--- config.mk ---
export PLATFORM = sky130hd
export DESIGN_NAME = mem_port_arbiter
export DESIGN_NICKNAME = d
export VERILOG_FILES = /design/src/rtl/mips_mem_pkg.sv /design/src/rtl/mem_arb_starve_ctr.sv /design/src/rtl/mem_port_arbiter.sv
export SDC_FILE = /design/constraint.sdc
export NUM_CORES = 1
export LEC_CHECK = 0
export CAP_MARGIN = 20
export CORE_ASPECT_RATIO = 1.2
export CORE_MARGIN = 2
export CORE_UTILIZATION = 35
export CTS_CLUSTER_SIZE = 14
export DETAILED_ROUTE_END_ITERATION = 10
export GPL_TIMING_DRIVEN = 0
export PLACE_DENSITY = 0.71
export RECOVER_POWER = 50
export SYNTH_ARGS = -nofsm -noshare
export SYNTH_HDL_FRONTEND = slang
export SYNTH_HIERARCHICAL = 1
export SYNTH_SLANG_ARGS = --single-unit
export TNS_END_PERCENT = 20
--- constraint.sdc ---
create_clock -name clk -period 2.2 [get_ports clk]
set_input_delay 0.44 -clock clk [delete_from_list [all_inputs] [get_ports clk]]
set_output_delay 0.44 -clock clk [all_outputs]
set_load 0.005 [all_outputs]
--- src/rtl/mips_mem_pkg.sv ---
// Shared types and defaults for the unified-memory port arbiter.
// Holds the FSM state encoding, grant owner codes and default limits.
package mips_mem_pkg;

   typedef enum logic [1:0] {
      ST_IDLE  = 2'd0,
      ST_ISSUE = 2'd1,
      ST_WAIT  = 2'd2,
      ST_RESP  = 2'd3
   } arb_state_t;

   localparam logic [1:0] OWN_NONE  = 2'b00;
   localparam logic [1:0] OWN_FETCH = 2'b01;
   localparam logic [1:0] OWN_DATA  = 2'b10;

   localparam int DEF_STARVE_MAX = 3;
   localparam int DEF_TIMEOUT    = 15;

endpackage

--- src/rtl/mem_arb_starve_ctr.sv ---
// Counts consecutive fetch losses to data; once the count saturates,
// fetch is forced to win the next contended arbitration.
module mem_arb_starve_ctr
   import mips_mem_pkg::*;
#(
   parameter int STARVE_MAX = DEF_STARVE_MAX
) (
   input  logic clk,
   input  logic rst_n,
   input  logic i_req,
   input  logic grant_fetch,
   input  logic grant_data,
   output logic force_fetch
);

   localparam int CNT_W = $clog2(STARVE_MAX + 2);
   localparam logic [CNT_W-1:0] CNT_MAX = CNT_W'(STARVE_MAX);

   logic [CNT_W-1:0] starve_cnt;

   // A loss only counts when fetch was actually asking for the bus.
   always_ff @(posedge clk) begin
      if (!rst_n) begin
         starve_cnt <= '0;
      end else if (grant_fetch) begin
         starve_cnt <= '0;
      end else if (grant_data && i_req && (starve_cnt != CNT_MAX)) begin
         starve_cnt <= starve_cnt + CNT_W'(1);
      end
   end

   assign force_fetch = (starve_cnt == CNT_MAX);

endmodule

--- src/rtl/mem_port_arbiter.sv ---
// Serialises fetch and data accesses onto one single-port memory, with
// data priority, fetch starvation protection and a sticky ack timeout.
module mem_port_arbiter
   import mips_mem_pkg::*;
#(
   parameter int ADDR_W     = 32,
   parameter int DATA_W     = 32,
   parameter int STARVE_MAX = DEF_STARVE_MAX,
   parameter int TIMEOUT    = DEF_TIMEOUT
) (
   input  logic              clk,
   input  logic              rst_n,
   input  logic              i_req,
   input  logic [ADDR_W-1:0] i_addr,
   output logic [DATA_W-1:0] i_rdata,
   output logic              i_ready,
   input  logic              d_req,
   input  logic              d_we,
   input  logic [ADDR_W-1:0] d_addr,
   input  logic [DATA_W-1:0] d_wdata,
   output logic [DATA_W-1:0] d_rdata,
   output logic              d_ready,
   output logic              mem_en,
   output logic              mem_we,
   output logic [ADDR_W-1:0] mem_addr,
   output logic [DATA_W-1:0] mem_wdata,
   input  logic [DATA_W-1:0] mem_rdata,
   input  logic              mem_ack,
   output logic              stall,
   output logic [1:0]        owner,
   output logic              bus_err
);

   localparam int WCNT_W = $clog2(TIMEOUT + 2);
   localparam logic [WCNT_W-1:0] WCNT_LIMIT = WCNT_W'(TIMEOUT);

   arb_state_t        state_q, state_d;
   logic [1:0]        owner_q, owner_d;
   logic [ADDR_W-1:0] addr_q, addr_d;
   logic              we_q, we_d;
   logic [DATA_W-1:0] wdata_q, wdata_d;
   logic [DATA_W-1:0] rdata_q, rdata_d;
   logic [WCNT_W-1:0] wait_cnt_q, wait_cnt_d;
   logic              err_q, err_d;
   logic              grant_fetch, grant_data, force_fetch;

   mem_arb_starve_ctr #(
      .STARVE_MAX(STARVE_MAX)
   ) u_starve (
      .clk        (clk),
      .rst_n      (rst_n),
      .i_req      (i_req),
      .grant_fetch(grant_fetch),
      .grant_data (grant_data),
      .force_fetch(force_fetch)
   );

   always_ff @(posedge clk) begin
      if (!rst_n) begin
         state_q    <= ST_IDLE;
         owner_q    <= OWN_NONE;
         addr_q     <= '0;
         we_q       <= 1'b0;
         wdata_q    <= '0;
         rdata_q    <= '0;
         wait_cnt_q <= '0;
         err_q      <= 1'b0;
      end else begin
         state_q    <= state_d;
         owner_q    <= owner_d;
         addr_q     <= addr_d;
         we_q       <= we_d;
         wdata_q    <= wdata_d;
         rdata_q    <= rdata_d;
         wait_cnt_q <= wait_cnt_d;
         err_q      <= err_d;
      end
   end

   // Requests are only looked at in IDLE; a stray ack elsewhere falls through.
   always_comb begin
      state_d     = state_q;
      owner_d     = owner_q;
      addr_d      = addr_q;
      we_d        = we_q;
      wdata_d     = wdata_q;
      rdata_d     = rdata_q;
      wait_cnt_d  = wait_cnt_q;
      err_d       = err_q;
      grant_fetch = 1'b0;
      grant_data  = 1'b0;

      case (state_q)
         ST_IDLE: begin
            if (i_req && (!d_req || force_fetch)) begin
               grant_fetch = 1'b1;
            end else if (d_req) begin
               grant_data = 1'b1;
            end
            if (grant_fetch) begin
               owner_d    = OWN_FETCH;
               addr_d     = i_addr;
               we_d       = 1'b0;
               wdata_d    = '0;
               wait_cnt_d = '0;
               state_d    = ST_ISSUE;
            end else if (grant_data) begin
               owner_d    = OWN_DATA;
               addr_d     = d_addr;
               we_d       = d_we;
               wdata_d    = d_wdata;
               wait_cnt_d = '0;
               state_d    = ST_ISSUE;
            end
         end
         ST_ISSUE: begin
            if (mem_ack) begin
               rdata_d = mem_rdata;
               state_d = ST_RESP;
            end else begin
               wait_cnt_d = WCNT_W'(1);
               state_d    = ST_WAIT;
            end
         end
         ST_WAIT: begin
            if (mem_ack) begin
               rdata_d = mem_rdata;
               state_d = ST_RESP;
            end else if (wait_cnt_q == WCNT_LIMIT) begin
               err_d   = 1'b1;
               rdata_d = '0;
               state_d = ST_RESP;
            end else begin
               wait_cnt_d = wait_cnt_q + WCNT_W'(1);
            end
         end
         ST_RESP: begin
            owner_d    = OWN_NONE;
            wait_cnt_d = '0;
            state_d    = ST_IDLE;
         end
      endcase
   end

   assign mem_en    = (state_q == ST_ISSUE);
   assign mem_we    = mem_en & we_q;
   assign mem_addr  = addr_q;
   assign mem_wdata = wdata_q;

   assign i_ready = (state_q == ST_RESP) && (owner_q == OWN_FETCH);
   assign d_ready = (state_q == ST_RESP) && (owner_q == OWN_DATA);
   assign i_rdata = i_ready ? rdata_q : '0;
   assign d_rdata = (d_ready && !we_q) ? rdata_q : '0;

   assign stall   = (i_req & ~i_ready) | (d_req & ~d_ready);
   assign owner   = owner_q;
   assign bus_err = err_q;

endmodule

==> results.txt <==
outcome - finished with violations
failing checks - setup timing
syn nets - 671
worst setup margin - -0.0568 ns
reg2reg setup slack - 0.10 ns
highest attainable clock frequency - 443 MHz
final wirelength - 16.7 mm
clk sinks - 110
commonest non-fill, non-tap cell in the layout - clkdlybuf4s50_1
final period utilization - 1.03
async set-reset flop share out of synthesis - 0
total core area - 13600 um^2
DR pass1 iterations - 4
Die W - 111 um
hold depth - 2
total gr overflow - 0
crit-path max cell delay - 0.35 ns
first-pass GRT wire length - 25.6 mm
Post-synth top flop - dfxtp_1
ANT nets after route - 0
register area share after synthesis - 0.455
GRT Total Usage - 0.215
Yosys top cell by area - dfxtp_1
Synth top area share - 0.455
endpoints failing hold - 0
CP Launch Type - register
WP data arrival - 1.82 ns
CTS clk-pin slew, worst paths - 0.07 ns
critical path cell sequence - ha_4, nand2_2, nor2_4, buf_4, clkbuf_8, buf_4, and2_1, dlygate4sd2_1
Peak VDD IR - 0.405 mV
hold_sp - wait_cnt_q[4]
crit path time final - 2.26 ns
CTS tree - yes
CP most frequent cell - buf_4
GP Congestion - 0.772
initial antenna violation count - 0
Hold Crit Class - register to register
Root Buffer - clkbuf_16
Synth Cell Area - 4840 um^2
final cell count without fillers - 1009
Port Buffer Count - 269
PD cells - 846 nW/um^2
worst reg-to-reg path cell count - 8
maximum root-to-sink buffer count - 2
number of global-route vias before repair - 4931
Max Clock Skew - 0.0111 ns
layout cells sized above 1 - 0.166
die area - 14800 um^2
CP required - 1.76 ns
area growth from synthesis to layout - 69.8%
RSZ-0062 raised after global routing - true
Worst-Skew Late Latency - 0.35 ns
CP Max Fanout - 4
Inserted Diodes - 0
placed instance count - 968
final core utilization - 0.603
pre-CTS setup slack - -0.360 ns
wire per inst - 16.6 um
Final Max Tran Viols - 0
CTS Buf Count - 9
mean number of vias per cell - 4.98
mean area per synthesized cell - 9.18 um^2
Leak - 3.75 nW
setup violators final - 5
Initial Util - 0.355
Fillers - 1189
Ys Warns - 6
crit path capture type - output pin
Post-synth EDFFs - 0
leading cell types in the layout, fill and taps excluded - 137 x clkdlybuf4s50_1, 108 x dfxtp_1, 104 x nor2_1
# DRC - 0
largest net degree at the start of global routing - 20
Slew headroom - 0.548
slowest CP cell - dfxtp_2
fin nets - 976
library cells used by synthesis - 42
CTS HTree Levels - 3
RR Endpoint - u_starve/starve_cnt[0]
Worst-Margin Slew - 0.677 ns
site row count - 47
largest cells by area after synthesis - dfxtp_1 45%, a22oi_1 10%, and2_1 8.4%
reg-to-reg critical path startpoint - state_q[0]
via count - 5021
hold path endpoint - wait_cnt_q[4]
num ports - 270
Iteration-0 DRC Markers - 220
synthesized flop and latch total - 110
Mapped Cells - 528
Max Cap Viol - 0
WS Path Type - register to output pin
post-detail-place hpwl - 12.7 mm
die height - 133 um
Hold WS - 0.478 ns
[final cells by class]
type / count / area (um^2) / share of cell area
timing repair buffer: 294 / 2740 / 0.333
multi-input combinational: 364 / 2440 / 0.297
sequential: 110 / 2210 / 0.268
buffer: 40 / 283 / 0.0344
clock buffer: 10 / 239 / 0.0290
tap: 171 / 214 / 0.0260
inverter: 14 / 52.6 / 0.00639
clock inverter: 6 / 51.3 / 0.00624
[per-layer routing]
metal / vias to the layer above / GRT usage / part of all wire
met5: - / 0 / 0
met4: 0 / 0.0706 / 0.022
met3: 27 / 0.0596 / 0.078
met2: 212 / 0.398 / 0.51
met1: 2333 / 0.236 / 0.39
li1: 2449 / - / -
[critical path, delay by kind of cell, from the launching register on]
| family | cells | cell delay [ns] |
|---|---|---|
| simple gates | 3 | 0.37 |
| flops | 1 | 0.35 |
| fa+ha+maj | 1 | 0.15 |
| buf+inv | 4 | 0.61 |
[sequential cells by signal, summed over array words and instances (netlist names)]
register             flops
bus_err                  1
mem_addr                32
mem_wdata               32
owner                    2
rdata_q                 32
state_q                  2
u_starve/starve_cnt      3
wait_cnt_q               5
we_q                     1
[how the worst max path moves through the flow]
stage                  start  cells past startpoint       endpoint
2_1_floorplan  wait_cnt_q[0]                      7  wait_cnt_q[3]
3_3_place_gp      state_q[1]                      6          stall
3_5_place_dp      state_q[1]                      6          stall
4_1_cts           state_q[1]                      6     i_rdata[1]
5_1_grt           state_q[1]                      8    i_rdata[29]
6_report          state_q[0]                      8    i_rdata[29]
[logic make-up (layout without fill, tap and decap cells)]
logic type | after synthesis | count (layout) | synth area share
simple gates | 199 | 199 | 0.204
compound gates | 121 | 121 | 0.191
flops | 110 | 110 | 0.455
buf+inv | 54 | 364 | 0.0555
mux | 35 | 35 | 0.0723
fa+ha+maj | 9 | 9 | 0.0232
[what timing repair did]
action,4_1_cts,5_1_grt
hold buffers,0,0
resized for setup,137,89
pin swaps,2,3
cloned,4,0
setup buffers,13,8
setup endpoints to repair,67,51
[power breakdown]
part | internal, W | total, W | switching, W
Sequential | 0.00243 | 0.00267 | 0.000248
Combinational | 0.00133 | 0.00268 | 0.00136
Clock | 0.000819 | 0.00160 | 0.000784
[metrics by stage]
step                cell area (um^2)  power, W  TNS, ns
finish                          8230   0.00696   -0.150
global route                    8230   0.00739    -1.75
CTS                             8230   0.00709   -0.810
detailed placement              7750   0.00539   -23.27
global placement                7750   0.00530   -18.34
floorplan                       4840   0.00410        0
[Yosys cell counts, drive strengths merged, types with 3 or more instances]
cell type and number:
a211oi 33, a21oi 9, a22oi 65, and2 65, buf 20, clkbuf 20, dfxtp 110, ha 9
inv 14, mux2i 35, nand2 7, nand3b 4, nor2 107, o21ai 7, or3b 3
No activity file was read; power rests on OpenSTA's default activity.
